`src/rtl/kmean_pkg.sv`:
```
// +------------------------------------------------------------------+
// | kmean_pkg: shared constants and point type for the k-means engine |
// | rev 1.0                                                            |
// +------------------------------------------------------------------+
`default_nettype none

package kmean_pkg;

  localparam int UNIT_SIZE     = 8;
  localparam int KMAX          = 16;
  localparam int MAX_DATA_SIZE = 100;
  localparam int DW            = 32;

  localparam int X_OFS = 0;
  localparam int Y_OFS = 8;
  localparam int Z_OFS = 16;

  // Field order puts x in the low byte of the packed word.
  typedef struct packed {
    logic [UNIT_SIZE-1:0] z;
    logic [UNIT_SIZE-1:0] y;
    logic [UNIT_SIZE-1:0] x;
  } point_t;

  function automatic point_t make_point(input logic [UNIT_SIZE-1:0] x,
                                        input logic [UNIT_SIZE-1:0] y,
                                        input logic [UNIT_SIZE-1:0] z);
    point_t p;
    p.x = x;
    p.y = y;
    p.z = z;
    return p;
  endfunction

endpackage

`default_nettype wire

```
`src/rtl/divider.sv`:
```
// +------------------------------------------------------------------+
// | divider: combinational restoring array, unsigned q/r, den=0 rule  |
// | rev 1.0                                                            |
// +------------------------------------------------------------------+
`default_nettype none

module divider #(
  parameter int DW = 32
) (
  input  logic [DW-1:0] num,
  input  logic [DW-1:0] den,
  output logic [DW-1:0] q,
  output logic [DW-1:0] r
);

  logic [DW-1:0] w_quo;
  logic [DW-1:0] w_rem;
  logic [DW:0]   w_shift;
  logic [DW:0]   w_diff;

  // One unrolled stage per quotient bit, MSB first. The partial remainder
  // stays below den, so the shifted value always fits in DW+1 bits.
  always_comb begin
    w_quo   = '0;
    w_rem   = '0;
    w_shift = '0;
    w_diff  = '0;
    for (int i = DW - 1; i >= 0; i--) begin
      w_shift = {w_rem, num[i]};
      w_diff  = w_shift - {1'b0, den};
      if (w_shift >= {1'b0, den}) begin
        w_quo[i] = 1'b1;
        w_rem    = w_diff[DW-1:0];
      end else begin
        w_rem    = w_shift[DW-1:0];
      end
    end
  end

  assign q = (den == '0) ? '1  : w_quo;
  assign r = (den == '0) ? num : w_rem;

endmodule

`default_nettype wire

```
`src/rtl/mem_block.sv`:
```
// +------------------------------------------------------------------+
// | mem_block: single-port point memory, registered read, range guard |
// | rev 1.0                                                            |
// +------------------------------------------------------------------+
`default_nettype none

module mem_block #(
  parameter  int WEL  = 24,
  parameter  int SIZE = 100,
  localparam int AW   = $clog2(SIZE)
) (
  input  logic           clk,
  input  logic           reset,
  input  logic           we,
  input  logic [WEL-1:0] din,
  input  logic [AW-1:0]  addr,
  output logic [WEL-1:0] dout
);

  logic [WEL-1:0] mem_q [SIZE];
  logic [WEL-1:0] dout_q;
  logic [WEL-1:0] dout_d;
  logic           w_in_range;

  assign w_in_range = (32'(addr) < SIZE);

  always_comb begin
    dout_d = '0;
    if (w_in_range) begin
      dout_d = mem_q[addr];
    end
  end

  // Storage is deliberately left out of the reset branch: only the read
  // register clears, and writes simply cannot happen while reset is low.
  always_ff @(posedge clk or negedge reset) begin
    if (!reset) begin
      dout_q <= '0;
    end else begin
      dout_q <= dout_d;
      if (we && w_in_range) begin
        mem_q[addr] <= din;
      end
    end
  end

  assign dout = dout_q;

endmodule

`default_nettype wire

```
`src/rtl/divider_mem.sv`:
```
// +------------------------------------------------------------------+
// | divider_mem: wrapper placing point memory and divider side by side|
// | rev 1.0                                                            |
// +------------------------------------------------------------------+
`default_nettype none

module divider_mem
  import kmean_pkg::*;
#(
  parameter  int WEL  = 3 * UNIT_SIZE,
  parameter  int SIZE = MAX_DATA_SIZE,
  parameter  int DW   = 32,
  localparam int AW   = $clog2(SIZE)
) (
  input  logic           clk,
  input  logic           reset,
  input  logic           we,
  input  logic [WEL-1:0] din,
  input  logic [AW-1:0]  addr,
  output logic [WEL-1:0] dout,
  input  logic [DW-1:0]  num,
  input  logic [DW-1:0]  den,
  output logic [DW-1:0]  q,
  output logic [DW-1:0]  r
);

  mem_block #(
    .WEL  (WEL),
    .SIZE (SIZE)
  ) u_mem (
    .clk   (clk),
    .reset (reset),
    .we    (we),
    .din   (din),
    .addr  (addr),
    .dout  (dout)
  );

  divider #(
    .DW (DW)
  ) u_div (
    .num (num),
    .den (den),
    .q   (q),
    .r   (r)
  );

endmodule

`default_nettype wire

```
`config.mk`:
```
export PLATFORM = sky130hd
export DESIGN_NAME = divider_mem
export DESIGN_NICKNAME = d
export VERILOG_FILES = /design/src/rtl/kmean_pkg.sv /design/src/rtl/divider.sv /design/src/rtl/mem_block.sv /design/src/rtl/divider_mem.sv
export SDC_FILE = /design/constraint.sdc
export NUM_CORES = 2
export LEC_CHECK = 0
export CAP_MARGIN = 5
export CORE_MARGIN = 2
export CORE_UTILIZATION = 40
export CTS_CLUSTER_DIAMETER = 60
export CTS_CLUSTER_SIZE = 10
export DETAILED_ROUTE_END_ITERATION = 10
export SETUP_SLACK_MARGIN = 0.2
export SYNTH_ARGS = -nofsm -noshare
export SYNTH_HDL_FRONTEND = slang
export SYNTH_SLANG_ARGS = --single-unit
```
`constraint.sdc`:
```
create_clock -name clk -period 399.9 [get_ports clk]
set_input_delay 79.98 -clock clk [delete_from_list [all_inputs] [get_ports clk]]
set_output_delay 79.98 -clock clk [all_outputs]
set_load 0.02 [all_outputs]
```
# Word level (Yosys, flattened, before mapping)
# Memory sizes are Yosys's and may differ from the RTL's.
# Cells that the tools add are included.
[word_totals]
regBits = 24
ram_bits = 2400
input_bits = 98
mem_count = 1
[memory_table]
columns = ["memory", "depth", "word_bits", "read_ports", "rd_ports_with_merged_regs", "wr", "line_no", "source"]
rows = [
  ["u_mem.mem_q", 100, 24, 1, 0, 1, "mem_block.sv:20", "logic [WEL-1:0] mem_q [SIZE];"],
]
[op_classes]
add_sub_neg = 32
n_lt_le_gt_ge = 33
n_mux = 69
n_reduce_logical = 3
[ops]
columns = ["cell", "count"]
rows = [
  ["32-bit 2-to-1 mux", 34],
  ["33-bit by 32-bit greater-or-equal comparator with 1-bit output", 31],
  ["32-bit subtractor", 31],
  ["1-bit 2-to-1 mux", 34],
  ["1-bit by 32-bit greater-or-equal comparator with 1-bit output", 1],
  ["32-bit logical NOT", 1],
  ["1-bit by 32-bit subtractor with 32-bit output", 1],
  ["24-bit 2-to-1 mux", 1],
  ["7-bit less-than comparator (second input constant)", 1],
  ["1-bit logical AND", 2],
]

# Longest topological paths before layout
[depth]
word_depth = 65
mapped_depth = 815
ltp_nobuf = 743

# Modules after synthesis
# Synthesis repeated with hierarchy kept, for this count alone.
[hier_totals]
hier_cells = 13949
hier_area_um2 = 152608.9
[by_module_without_submodules]
columns = ["mod", "instances", "cells_each", "area_each_um2", "seq_area_each_um2"]
rows = [
  ["mem_block", 1, 5264, 93002.9, 72669.7],
  ["divider", 1, 8685, 59605.9, 0.0],
]

# Least setup slack after synthesis
# Ideal clock, no wire load.
[synth_timing]
path_kind = "input -> output"
from = "input port den[1]"
to = "output port r[2]"
arrival_time_ns = 228.819
required_ns = 319.920
path_slack_ns = 91.101
path_stages = 795
path_buffers = 92
path_cell_list = "inv_1 -> clkbuf_1 -> ha_1 -> clkbuf_1 -> a21oi_1 -> nor3_2 -> clkbuf_1 -> a21boi_0 -> ha_1 -> clkbuf_1 -> a21oi_1 -> o22ai_1 -> o22a_1 -> o21bai_1 -> a211o_1 -> nor2_1 -> clkbuf_1 -> clkbuf_1 -> [... 759 more ...] -> o21ai_0 -> a21oi_1 -> o21ai_0 -> nand2_1 -> and2_1 -> o21ai_0 -> a21oi_1 -> o21ai_0 -> nand2b_1 -> a21o_1 -> a21o_1 -> a21o_1 -> a21o_1 -> a221o_1 -> a21oi_2 -> buf_2 -> a21oi_1 -> o31ai_1"
[synth_between]
elab_chain_cells = 65
elab_cells_between_ends = 98
[synth_lines]
columns = ["item", "line_no", "source"]
rows = [
  ["start, declared", "divider_mem.sv:22", "input logic [DW-1:0] den,"],
  ["1-bit by 32-bit subtractor with 32-bit output / 1-bit by 32-bit greater-or-equal comparator with 1-bit output (equally long branches)", "divider.sv:30, divider.sv:31", ""],
  ["32-bit 2-to-1 mux", "divider.sv:31", "if (w_shift >= {1'b0, den}) begin"],
  ["32-bit subtractor / 33-bit by 32-bit greater-or-equal comparator with 1-bit output (equally long branches)", "divider.sv:30, divider.sv:31", ""],
  ["32-bit 2-to-1 mux", "divider.sv:31", ""],
  ["32-bit subtractor / 33-bit by 32-bit greater-or-equal comparator with 1-bit output (equally long branches)", "divider.sv:30, divider.sv:31", ""],
  ["32-bit 2-to-1 mux", "divider.sv:31", ""],
  ["32-bit subtractor / 33-bit by 32-bit greater-or-equal comparator with 1-bit output (equally long branches)", "divider.sv:30, divider.sv:31", ""],
  ["32-bit 2-to-1 mux", "divider.sv:31", ""],
  ["[... 49 more ...]", "--", ""],
  ["32-bit 2-to-1 mux", "divider.sv:31", ""],
  ["32-bit subtractor / 33-bit by 32-bit greater-or-equal comparator with 1-bit output (equally long branches)", "divider.sv:30, divider.sv:31", ""],
  ["32-bit 2-to-1 mux", "divider.sv:31", ""],
  ["33-bit by 32-bit greater-or-equal comparator with 1-bit output / 32-bit subtractor (equally long branches)", "divider.sv:31, divider.sv:30", ""],
  ["32-bit 2-to-1 mux", "divider.sv:31", ""],
  ["32-bit subtractor / 33-bit by 32-bit greater-or-equal comparator with 1-bit output (equally long branches)", "divider.sv:30, divider.sv:31", ""],
  ["32-bit 2-to-1 mux", "divider.sv:31", ""],
  ["32-bit 2-to-1 mux (*)", "divider.sv:41", "assign r = (den == '0) ? num : w_rem;"],
  ["end, declared", "divider_mem.sv:24", "output logic [DW-1:0] r"],
]
# Mark *: on every way between the ends. The rest lies on a longest branch, timed or not.

==> metrics.txt <==
# TYPE chip_impl_metric gauge
chip_impl_metric{name="drc",unit=""} 0
chip_impl_metric{name="routed_wire_length_per_instance",unit="µm"} 27.8
chip_impl_metric{name="finalClockSkew",unit="ns"} 0.0853
chip_impl_metric{name="final_max_tran_viols",unit=""} 0
chip_impl_info{name="ys_top_cells_by_area",value="sky130_fd_sc_hd__edfxtp_1 49%, sky130_fd_sc_hd__ha_1 8.4%, sky130_fd_sc_hd__a22oi_1 4.2%"} 1
chip_impl_metric{name="num_vias",unit=""} 116000
chip_impl_metric{name="critical-path-max-stage-delay",unit="ns"} 0.99
chip_impl_metric{name="route.layer.met1.wl",unit="µm"} 211000
chip_impl_metric{name="routed_wirelength",unit="µm"} 520000
chip_impl_metric{name="power.static_leakage",unit="µW"} 0.0611
chip_impl_metric{name="global_route_wire_length_before_repair",unit="µm"} 747000
chip_impl_metric{name="die_area",unit="µm²"} 375000
chip_impl_metric{name="fmax",unit="MHz"} 3.02
chip_impl_metric{name="place_hpwl",unit="µm"} 352000
chip_impl_info{name="path_class",value="input port to output pin"} 1
chip_impl_metric{name="gr-total-overflow",unit=""} 0
chip_impl_metric{name="synth.ff_latch_count",unit=""} 2424
chip_impl_metric{name="worstPathArrival",unit="ns"} 250.95
chip_impl_metric{name="worst_setup_hold_path_clk_slew",unit="ns"} 0.06
chip_impl_metric{name="dr_wl_met3",unit="µm"} 37500
chip_impl_info{name="cts_tree",value="built"} 1
chip_impl_metric{name="maxSlewHeadroom",unit="%"} 16.7
chip_impl_metric{name="core_area",unit="µm²"} 369000
chip_impl_metric{name="dr_wl_met2",unit="µm"} 243000
chip_impl_metric{name="post-cts-setup-buffer-count",unit=""} 0
chip_impl_info{name="hold_path.class",value="register to register"} 1
chip_impl_info{name="outcome",value="complete, no violations"} 1
chip_impl_metric{name="cts_buffers",unit=""} 293
chip_impl_info{name="crit_path_frequent_cell",value="sky130_fd_sc_hd__o21ai_0"} 1
chip_impl_metric{name="postCtsHoldBufs",unit=""} 0
chip_impl_metric{name="die_x",unit="µm"} 612
chip_impl_metric{name="num_io_pins",unit=""} 186
chip_impl_metric{name="globalRouteTotalUtil",unit="%"} 26.8
chip_impl_info{name="root_buffer",value="sky130_fd_sc_hd__clkbuf_16"} 1
chip_impl_metric{name="synth_seq_area_share",unit="%"} 49.1
chip_impl_metric{name="drt_pass1_iterations",unit=""} 8
chip_impl_metric{name="synth.top_cell.area_share",unit="%"} 48.7
chip_impl_metric{name="post_cts_resized",unit=""} 0
chip_impl_metric{name="cts-root-to-sink-buffers",unit=""} 4
chip_impl_metric{name="floorplan.die.height",unit="µm"} 612
chip_impl_metric{name="total_power",unit="µW"} 1530
chip_impl_info{name="synth.largest_area_cell",value="sky130_fd_sc_hd__edfxtp_1"} 1
chip_impl_metric{name="pwr_density_cell",unit="nW/µm²"} 9.32
chip_impl_metric{name="detailedRoute.firstIterationViolations",unit=""} 12200
chip_impl_metric{name="post_drt_antenna_nets",unit=""} 0
chip_impl_metric{name="synth_cell_type_count",unit=""} 114
chip_impl_metric{name="yosys_synthesis_warning_count",unit=""} 0
chip_impl_metric{name="setup_viol",unit=""} 0
chip_impl_metric{name="numClockSinks",unit=""} 2424
chip_impl_info{name="synth_flop_cell",value="sky130_fd_sc_hd__edfxtp_1"} 1
chip_impl_metric{name="place.gp.congestion",unit=""} 0.982
chip_impl_metric{name="grt_start_max_net_pins",unit=""} 106
chip_impl_metric{name="r2r.worst_path.cells",unit=""} 7
chip_impl_metric{name="rows",unit=""} 223
chip_impl_metric{name="drv.max_cap_violation_count",unit=""} 0
chip_impl_metric{name="timing_worst_slew_pin_value",unit="ns"} 1.24
chip_impl_info{name="rsz0062_at_grt",value="false"} 1
chip_impl_metric{name="final.fill_count",unit=""} 34100
chip_impl_metric{name="layout-drive-gt1-share",unit="%"} 10.9
chip_impl_metric{name="maximum_ir_drop_on_the_vdd_rail",unit="V"} 0.0000448
chip_impl_metric{name="finalHoldWorstSlack",unit="ns"} 0.854
chip_impl_metric{name="net_total_in_the_final_layout",unit=""} 14800
chip_impl_info{name="crit_path_start_kind",value="input port"} 1
chip_impl_metric{name="worst_ep_required_time",unit="ns"} 319.92
chip_impl_metric{name="crit_path_max_fanout",unit=""} 68
chip_impl_info{name="endpoint_type_of_the_worst_setup_path",value="output pin"} 1
chip_impl_metric{name="report.final.hold_viol_count",unit=""} 0
chip_impl_metric{name="hold_path_depth",unit=""} 4
chip_impl_metric{name="initial_antenna_violation_count",unit=""} 10
chip_impl_metric{name="tns",unit="ns"} 0
chip_impl_info{name="dr.max_layer_used",value="met5"} 1
chip_impl_metric{name="flow.area_growth_from_synthesis",unit="%"} 11.2
chip_impl_metric{name="number_of_flops_mapped_to_enable_cells_by_yosys",unit=""} 2400
chip_impl_metric{name="period_needed",unit="ns"} 330.93
chip_impl_metric{name="clock_insertion_delay_worst_skew",unit="ns"} 0.93
chip_impl_metric{name="layout_worst_path_cycle_share",unit="%"} 82.8
chip_impl_metric{name="effective_utilization_at_floorplan",unit="%"} 40.1
chip_impl_metric{name="post_drt_via_cell_ratio",unit=""} 6.19
chip_impl_metric{name="layout.core_utilization",unit="%"} 44.6
chip_impl_metric{name="netlist_area",unit="µm²"} 148000
chip_impl_metric{name="syn-num-nets",unit=""} 14500
chip_impl_metric{name="syn-instance-count",unit=""} 13400
chip_impl_metric{name="post_synth.cell_area_avg",unit="µm²"} 11.0
chip_impl_metric{name="htree_levels",unit=""} 5
chip_impl_metric{name="numPortBuffers",unit=""} 185
chip_impl_info{name="slowest_library_cell_on_the_worst_path",value="sky130_fd_sc_hd__o21ai_2"} 1
chip_impl_metric{name="async_reset_ff_share",unit="%"} 0.990
chip_impl_metric{name="grt_pass1_vias",unit=""} 109000
stage by stage:
stage / std cells / worst slack [ns] / instance area (µm²)
2_1_floorplan: 13400 / 91.10 / 148000
3_3_place_gp: 18300 / 77.08 / 157000
3_5_place_dp: 18300 / 74.32 / 157000
4_1_cts: 18700 / 73.22 / 164000
5_1_grt: 18700 / 51.01 / 164000
6_report: 18700 / 68.97 / 164000
sequential cells by signal, summed over array words and instances (netlist names):
name         flops
u_mem.dout      24
u_mem.mem_q   2400
Yosys cell counts (31+ instances only):
library cell               number
sky130_fd_sc_hd__a221oi_1     201
sky130_fd_sc_hd__nor4_1        91
sky130_fd_sc_hd__clkbuf_1     374
sky130_fd_sc_hd__o21ai_0      752
sky130_fd_sc_hd__and2_1        63
sky130_fd_sc_hd__inv_1        598
sky130_fd_sc_hd__o31ai_1       43
sky130_fd_sc_hd__or3_1         66
sky130_fd_sc_hd__o21bai_1      79
sky130_fd_sc_hd__or2_2         36
sky130_fd_sc_hd__xnor2_1      389
sky130_fd_sc_hd__buf_1        106
sky130_fd_sc_hd__mux2i_1      137
sky130_fd_sc_hd__a21o_1       286
sky130_fd_sc_hd__mux2_2       531
sky130_fd_sc_hd__and3_1        94
sky130_fd_sc_hd__a22o_1       181
sky130_fd_sc_hd__nand2b_1     114
sky130_fd_sc_hd__fa_1          31
sky130_fd_sc_hd__buf_2         45
sky130_fd_sc_hd__a211oi_1      75
sky130_fd_sc_hd__nor3_1       177
sky130_fd_sc_hd__a211o_1       33
sky130_fd_sc_hd__a21boi_0     287
sky130_fd_sc_hd__nand3_1      238
sky130_fd_sc_hd__a221o_1       34
sky130_fd_sc_hd__o21a_1       104
sky130_fd_sc_hd__nand4_1      359
sky130_fd_sc_hd__nor2_1      1047
sky130_fd_sc_hd__o211ai_1      91
sky130_fd_sc_hd__a22oi_1      820
sky130_fd_sc_hd__a21oi_1      592
sky130_fd_sc_hd__a31oi_1      203
sky130_fd_sc_hd__nand2_1      902
sky130_fd_sc_hd__ha_1         994
sky130_fd_sc_hd__nor2b_1      133
sky130_fd_sc_hd__edfxtp_1    2400
sky130_fd_sc_hd__xor2_1       208
power breakdown:
group          switching, µW  total (µW)  leakage, µW  internal [µW]
registers              0.454         281       0.0219            280
logic                    627        1030       0.0355            400
clock network           92.3         224      0.00377            132
critical path, delay by kind of cell:
kind / cells / cell delay, ns
AO/OA/AOI/OAI: 859 / 181.19
buffers and inverters: 56 / 13.60
AND/OR/NAND/NOR: 104 / 23.67
multiplexers: 35 / 13.67
adder cells (fa/ha/maj): 45 / 13.63
path summary, 6_finish.rpt:
check | start | to | slack (ns)
setup / recovery | num[31] | r[29] | 68.97
hold / removal | u_mem.mem_q[44][21] | u_mem.dout[21] | 0.85
setup reg to reg | u_mem.mem_q[39][13] | u_mem.dout[13] | 396.90
hold reg to reg | u_mem.mem_q[44][21] | u_mem.dout[21] | 0.85
max in group asynchronous | reset | u_mem.dout[10] | 320.12
min in group asynchronous | reset | u_mem.dout[6] | 79.45
area by class of cell:
class                      count  area, µm²  area share (%)
antenna                       10       25.0          0.0152
clock buffer                 324       7550            4.59
clock inverter                12        151          0.0921
inverter                     600       2250            1.37
multi-input combinational   9843      71200            43.3
sequential                  2424      72700            44.2
tap                         4950       6190            3.77
timing repair buffer         513       4350            2.64
kinds of logic after synthesis:
| kind of cell | count (synthesis) | synth area share [%] |
|---|---|---|
| xor gates and xnor gates | 597 | 3.54 |
| and+or+nand+nor | 3403 | 10.9 |
| DFF | 2424 | 49.1 |
| adders and majority gates | 1025 | 8.83 |
| AOI/OAI and AO/OA | 4117 | 19.2 |
| muxes | 701 | 5.44 |
| buffers and inverters | 1137 | 2.96 |
placed cells by master (no fill, tap or decap), types with 36 or more instances in the layout:
cell type                            n
sky130_fd_sc_hd__nor4_1             90
sky130_fd_sc_hd__nor2_2            103
sky130_fd_sc_hd__a221oi_1          201
sky130_fd_sc_hd__o21ai_0           752
sky130_fd_sc_hd__a21boi_0          287
sky130_fd_sc_hd__inv_1             567
sky130_fd_sc_hd__nor3_1            176
sky130_fd_sc_hd__xor2_1            208
sky130_fd_sc_hd__a21oi_1           590
sky130_fd_sc_hd__nand3_1           238
sky130_fd_sc_hd__a211oi_1           75
sky130_fd_sc_hd__edfxtp_1         2400
sky130_fd_sc_hd__clkdlybuf4s50_1   155
sky130_fd_sc_hd__o31ai_1            43
sky130_fd_sc_hd__buf_4             345
sky130_fd_sc_hd__nand2_1           902
sky130_fd_sc_hd__xnor2_1           389
sky130_fd_sc_hd__a22oi_1           820
sky130_fd_sc_hd__nor2b_1           132
sky130_fd_sc_hd__and2_1             63
sky130_fd_sc_hd__mux2i_1           137
sky130_fd_sc_hd__a21o_1            286
sky130_fd_sc_hd__or3_1              65
sky130_fd_sc_hd__nand4_1           359
sky130_fd_sc_hd__mux2_2            531
sky130_fd_sc_hd__o211ai_1           91
sky130_fd_sc_hd__or2_2              36
sky130_fd_sc_hd__clkbuf_16         298
sky130_fd_sc_hd__o21bai_1           79
sky130_fd_sc_hd__and3_1             93
sky130_fd_sc_hd__ha_1              994
sky130_fd_sc_hd__nor2_1            939
sky130_fd_sc_hd__a31oi_1           203
sky130_fd_sc_hd__o21a_1            104
sky130_fd_sc_hd__a22o_1            181
sky130_fd_sc_hd__nand2b_1          114
per-layer routing:
layer,GRT usage [%],vias to the layer above
li1,-,52500
met1,34.7,56800
met2,44.4,5261
met3,3.30,1079
met4,13.0,4
met5,0,-
(Power assumes the default switching activity.)
